$ cat config.mk
export PLATFORM = sky130hd
export DESIGN_NAME = prince_word_io_flat
export DESIGN_NICKNAME = d
export VERILOG_FILES = /design/src/rtl/prince_word_io_if.sv /design/src/rtl/prince_word_io.sv /design/src/flat_wrapper.sv
export SDC_FILE = /design/constraint.sdc
export NUM_CORES = 1
export LEC_CHECK = 0
export CORE_ASPECT_RATIO = 1.2
export CORE_MARGIN = 10
export CORE_UTILIZATION = 57
export CTS_CLUSTER_SIZE = 30
export DETAILED_ROUTE_END_ITERATION = 16
export DONT_BUFFER_PORTS = 1
export PLACE_DENSITY = 0.75
export SLEW_MARGIN = 10
export SYNTH_ARGS = -nofsm -noshare
export SYNTH_HDL_FRONTEND = slang
export SYNTH_SLANG_ARGS = --single-unit
$ cat constraint.sdc
create_clock -name clk -period 1.9 [get_ports clk]
set_input_delay 0.285 -clock clk [delete_from_list [all_inputs] [get_ports clk]]
set_output_delay 0.285 -clock clk [all_outputs]
set_load 0.01 [all_outputs]
$ cat src/rtl/prince_word_io_if.sv
// rtl/prince_word_io_if.sv - word stream bundle between a host and prince_word_io
//
// Two valid/ready word channels sharing one bundle.
// Input channel (host -> block):
//   in_valid, in_ready, in_sel (0 key / 1 data), in_mode (0 enc / 1 dec), in_data[31:0]
// Output channel (block -> host):
//   out_valid, out_ready, out_data[31:0]
// Modports:
//   slave  - the word-io block side
//   master - the host side
interface prince_word_io_if;
  logic        in_valid;
  logic        in_ready;
  logic        in_sel;
  logic        in_mode;
  logic [31:0] in_data;
  logic        out_valid;
  logic        out_ready;
  logic [31:0] out_data;

  modport slave (
    input  in_valid, in_sel, in_mode, in_data, out_ready,
    output in_ready, out_valid, out_data
  );

  modport master (
    output in_valid, in_sel, in_mode, in_data, out_ready,
    input  in_ready, out_valid, out_data
  );
endinterface

$ cat src/rtl/prince_word_io.sv
// rtl/prince_word_io.sv - 32-bit word-stream front/back end for a combinational PRINCE core
//
// Collects a 128-bit key and a 64-bit text block as 32-bit words (most-significant
// word first), presents them to the core, waits for the core to settle, then returns
// the 64-bit result as two 32-bit words. One block in flight at a time.
//
// Ports:
//   clk             rising-edge clock
//   rst_n           asynchronous active-low reset
//   bus             prince_word_io_if.slave: input and output word channels
//   busy            high while a block is settling or being returned
//   core_plaintext  text block to the core
//   core_key        key to the core
//   core_mode       0 encrypt / 1 decrypt to the core
//   core_ciphertext result from the core
//   blk_count       (only with PRINCE_WORD_IO_CNT_EN) completed blocks, wrapping 16-bit
//
// Parameters:
//   SETTLE_CYCLES   core settle cycles, 1..15
//   WORD_SIZE       word width, fixed at 32
//
// Optional feature macro: PRINCE_WORD_IO_CNT_EN
module prince_word_io #(
  parameter int SETTLE_CYCLES = 1,
  parameter int WORD_SIZE     = 32
) (
  input  logic                  clk,
  input  logic                  rst_n,
  prince_word_io_if.slave       bus,
  output logic                  busy,
  output logic [63:0]           core_plaintext,
  output logic [127:0]          core_key,
  output logic                  core_mode,
  input  logic [63:0]           core_ciphertext
`ifdef PRINCE_WORD_IO_CNT_EN
  ,
  output logic [15:0]           blk_count
`endif
);

  typedef enum logic [1:0] {
    LOAD   = 2'd0,
    WAIT   = 2'd1,
    OUT_HI = 2'd2,
    OUT_LO = 2'd3
  } state_t;

  // WAIT lasts SETTLE_CYCLES+1 cycles: in the first one the core inputs have just
  // been updated, after that the core gets SETTLE_CYCLES full cycles to settle
  // before the capture edge.
  localparam logic [3:0] SETTLE_LAST = 4'(SETTLE_CYCLES);

  state_t        state;
  state_t        state_nxt;
  logic [127:0]  key_reg;
  logic [63:0]   text_reg;
  logic [63:0]   res_reg;
  logic          mode_reg;
  logic          data_cnt;
  logic [3:0]    settle_cnt;

  logic          in_ready_i;
  logic          out_valid_i;
  logic [31:0]   out_data_i;
  logic          in_fire;
  logic          out_fire;

  assign bus.in_ready  = in_ready_i;
  assign bus.out_valid = out_valid_i;
  assign bus.out_data  = out_data_i;

  assign in_fire  = in_ready_i & bus.in_valid;
  assign out_fire = out_valid_i & bus.out_ready;

  assign core_plaintext = text_reg;
  assign core_key       = key_reg;
  assign core_mode      = mode_reg;

  always_ff @(posedge clk or negedge rst_n) begin
    if (!rst_n) begin
      state <= LOAD;
    end else begin
      state <= state_nxt;
    end
  end

  always_comb begin
    state_nxt   = state;
    in_ready_i  = 1'b0;
    out_valid_i = 1'b0;
    out_data_i  = '0;
    busy        = 1'b1;
    case (state)
      LOAD: begin
        in_ready_i = 1'b1;
        busy       = 1'b0;
        // Second data word closes the block.
        if (bus.in_valid && bus.in_sel && data_cnt) begin
          state_nxt = WAIT;
        end
      end
      WAIT: begin
        if (settle_cnt == SETTLE_LAST) begin
          state_nxt = OUT_HI;
        end
      end
      OUT_HI: begin
        out_valid_i = 1'b1;
        out_data_i  = res_reg[63:32];
        if (bus.out_ready) begin
          state_nxt = OUT_LO;
        end
      end
      OUT_LO: begin
        out_valid_i = 1'b1;
        out_data_i  = res_reg[31:0];
        if (bus.out_ready) begin
          state_nxt = LOAD;
        end
      end
      default: begin
        state_nxt = LOAD;
        busy      = 1'b0;
      end
    endcase
  end

  always_ff @(posedge clk or negedge rst_n) begin
    if (!rst_n) begin
      key_reg    <= '0;
      text_reg   <= '0;
      mode_reg   <= 1'b0;
      res_reg    <= '0;
      data_cnt   <= 1'b0;
      settle_cnt <= '0;
    end else begin
      if (in_fire) begin
        if (!bus.in_sel) begin
          // Key words shift in from the right; no count, the key persists.
          key_reg <= {key_reg[127-WORD_SIZE:0], bus.in_data};
        end else if (!data_cnt) begin
          text_reg[63:32] <= bus.in_data;
          data_cnt        <= 1'b1;
        end else begin
          text_reg[31:0] <= bus.in_data;
          mode_reg       <= bus.in_mode;
          data_cnt       <= 1'b0;
          settle_cnt     <= '0;
        end
      end
      if (state == WAIT) begin
        settle_cnt <= settle_cnt + 4'd1;
        if (settle_cnt == SETTLE_LAST) begin
          res_reg <= core_ciphertext;
        end
      end
    end
  end

`ifdef PRINCE_WORD_IO_CNT_EN
  always_ff @(posedge clk or negedge rst_n) begin
    if (!rst_n) begin
      blk_count <= '0;
    end else if (out_fire && (state == OUT_LO)) begin
      blk_count <= blk_count + 16'd1;
    end
  end
`endif

endmodule

$ cat src/flat_wrapper.sv
// flat-port wrapper written by rule: the top's interface ports become plain ports
module prince_word_io_flat 
#(
  parameter int SETTLE_CYCLES = 1,
  parameter int WORD_SIZE     = 32
)
  (clk, rst_n, busy, core_plaintext, core_key, core_mode, core_ciphertext, bus_in_valid, bus_in_sel, bus_in_mode, bus_in_data, bus_out_ready, bus_in_ready, bus_out_valid, bus_out_data);
  prince_word_io_if bus_i ();
  input  logic clk;
  input  logic rst_n;
  output logic busy;
  output logic [63:0] core_plaintext;
  output logic [127:0] core_key;
  output logic core_mode;
  input  logic [63:0] core_ciphertext;
  input wire logic [$bits(bus_i.in_valid)-1:0] bus_in_valid;
  input wire logic [$bits(bus_i.in_sel)-1:0] bus_in_sel;
  input wire logic [$bits(bus_i.in_mode)-1:0] bus_in_mode;
  input wire logic [$bits(bus_i.in_data)-1:0] bus_in_data;
  input wire logic [$bits(bus_i.out_ready)-1:0] bus_out_ready;
  output wire logic [$bits(bus_i.in_ready)-1:0] bus_in_ready;
  output wire logic [$bits(bus_i.out_valid)-1:0] bus_out_valid;
  output wire logic [$bits(bus_i.out_data)-1:0] bus_out_data;
  assign bus_i.in_valid = bus_in_valid;
  assign bus_i.in_sel = bus_in_sel;
  assign bus_i.in_mode = bus_in_mode;
  assign bus_i.in_data = bus_in_data;
  assign bus_i.out_ready = bus_out_ready;
  assign bus_in_ready = bus_i.in_ready;
  assign bus_out_valid = bus_i.out_valid;
  assign bus_out_data = bus_i.out_data;
  prince_word_io #(.SETTLE_CYCLES(SETTLE_CYCLES), .WORD_SIZE(WORD_SIZE)) u_core (.clk(clk), .rst_n(rst_n), .bus(bus_i), .busy(busy), .core_plaintext(core_plaintext), .core_key(core_key), .core_mode(core_mode), .core_ciphertext(core_ciphertext));
endmodule
==> summary.txt <==
Top cell type's share of synthesized area -> 64.19%
CORE AREA -> 0.01764 mm2
Clock latency at the later pin of the worst-skew pair -> 510 ps
I/O pin total -> 330
Critical Path End -> bus_out_data[2]
Critical Path Slowest Stage Cell -> dfrtp_1
CP Class -> reg -> out
Effective utilization at floorplan -> 58.35%
EDFF count, synth -> 0
Power Total -> 24.44 mW
Remaining DRCs -> 0
Final WL -> 32130 um
Dpl hpwl -> 17380 um
Unrepaired setup endpoints after global routing -> true
DRT iter0 DRCs -> 417
Congestion Overflow GR -> 0
# rows -> 53
Die height -> 167.2 um
Cts hold-fix bufs -> 99
FMAX -> 490.9 MHz
Total GRT Usage -> 23.38%
Die width -> 142.7 um
Asr flop ratio synth -> 100.0%
Die area -> 0.02385 mm2
Worst setup margin -> -137.1 ps
Setup crit start -> u_core.state[1]
Clock Tree Root -> clkbuf_16
Final setup fails -> 90
Failing checks -> negative hold slack, negative setup slack
Peak supply drop -> 1093 uV
Largest area contributor in the netlist -> dfrtp_1
Initial antenna violation count -> 5
Max reg flops -> 128
Ys flop type -> dfrtp_1
Pre-CTS WS -> -13.49 ps
Critical Path Max Stage Delay -> 380 ps
Worst Path Arrival -> 1750 ps
Outcome -> finished, violations left
Cells on worst reg2reg path -> 8
Clock transition at the registers of the reported paths -> 60 ps
Leakage -> 6.214 nW
Fin crit period -> 2037 ps
Unique masters post-synth -> 27
Pwr dens -> 1813 mW/mm2
Cell count after synthesis -> 629
PortBufs -> 0
Max H-tree Level -> 1
CP Data Required Time -> 1620 ps
Flops & latches, synth -> 264
Drt pass-1 iters -> 5
Via Count -> 6105
Crit path cell chain -> buf_6, ha_4, clkbuf_16, a22o_1
Num CTS Buffers -> 26
GPL Wtd Cong -> 0.7790
Fin crit share -> 107.2%
R2R Setup Slk -> -90 ps
Clk_skew -> 10.36 ps
Avg Vias per Cell -> 6.081
Max-cap violations -> 0
Most numerous cell in the Yosys netlist -> dfrtp_1
Vias in the first global route -> 6717
Final #Nets -> 868
Area post-placement -> 0.01057 mm2
Hold WC Path Type -> in -> async
Post-synth net total -> 738
Critical Path End Type -> output pin
Synthesized cell area -> 0.01029 mm2
Yosys warns -> 0
CTS tree -> yes
Top cells by area, synth -> dfrtp_1 64%, mux2_2 18%, mux2_1 9.7%, a22o_1 2.7%, buf_2 0.92%
P&R area growth vs syn -> 30.99%
Hold Slack -> -524.3 ps
Antenna viol nets, final -> 0
Reg2reg end -> u_core.res_reg[20]
Synth top cells by count -> 264 x dfrtp_1, 168 x mux2_2, 89 x mux2_1
RR Startpoint -> u_core.state[1]
Slew HR -> 74.20%
First-pass GRT wire length -> 43350 um
Avg Cell Area, Syn -> 16.36 um2
Pin count of the biggest net entering global routing -> 265
Seq/Total Area, Yosys -> 64.19%
Fin area -> 0.01348 mm2
# clock sinks -> 264
CP Launch Type -> flip-flop
CTS max path bufs -> 3
Drt wl/cell -> 32.00 um
Fin. max-slew vios -> 0
Worst Tran Pin Value -> 386.9 ps
Max FO, Critical Path -> 8
Share of layout cells above drive strength 1 -> 44.93%
Hold Vio Cnt, Final -> 264
-- cells by family (layout without fill, tap and decap cells) --
family,Yosys count,count (layout),synth area share [%]
other cells,0,5,0
mux,261,261,28.56
simple gates,16,16,0.9483
buf+inv,42,192,2.237
fa+ha+maj,7,7,0.8509
compound gates,39,39,3.222
flops,264,264,64.19
-- per-stage QoR --
step,utilization [%],setup TNS (ps),instances
after CTS,72.75,-3241,985
after floorplan,-,0,629
final,76.43,-5796,1004
after detailed placement,59.92,-13.49,828
after global routing,76.43,-10590,1004
after global placement,59.92,0,828
-- repair_timing --
item | in CTS | in global routing
pin swaps | 2 | 26
endpoints found under the setup margin | 46 | 134
gates resized for setup | 44 | 93
cloned | 4 | 12
setup buffers | 6 | 3
hold endpoints to repair | 426 | 264
-- worst min-delay path by stage --
| stage | start | endpoint | slack (ps) | cells past startpoint |
|---|---|---|---|---|
| after CTS | rst_n | u_core.core_key[123] | -550 | 0 |
| after global routing | rst_n | u_core.core_key[123] | -560 | 0 |
| after detailed placement | rst_n | u_core.core_key[123] | 0.4 | 0 |
| final | rst_n | u_core.core_key[59] | -520 | 0 |
| after global placement | rst_n | u_core.core_key[122] | -1 | 0 |
| after floorplan | rst_n | u_core.core_key[0] | -10 | 0 |
-- critical path: cells and delay by family, from the launching register on --
kind	cells	cell delay, ps
DFF	1	380
buffers and inverters	2	350
adders and majority gates	1	280
AOI/OAI and AO/OA	1	220
-- cell type report --
cell class | instances | area (um2)
clock inverter | 9 | 70.07
antenna | 5 | 12.51
clock buffer | 39 | 780.7
multi-input combinational | 323 | 4008
sequential | 264 | 6606
tap | 220 | 275.3
timing repair buffer | 139 | 1705
inverter | 5 | 23.77
fill | 951 | 4158
-- power by group --
part	internal (mW)	leakage [nW]	switching, mW
sequential	8.40	3.27	3.84
combinational	4.37	2.52	2.76
clock	2.97	0.428	2.10
-- cells in the final DEF (no fill, tap or decap), drive strengths merged, types with 2 or more instances in the layout --
master	count
nand3	3
dlygate4sd3	99
a22o	32
or2	2
buf	30
mux2	258
ha	7
nand2	4
inv	5
nand2b	3
clkinv	8
dfrtp	264
a21oi	2
diode	5
clkbuf	49
mux2i	3
-- layer usage --
metal	wire (um)	up-vias	global-route usage [%]
met3	3606	85	10.70
met1	10200	3161	23.05
met2	16880	335	41.37
met4	1438	0	9.434
li1	-	2524	-
met5	0	-	0
Note: power is estimated with default switching activity, not from simulation.
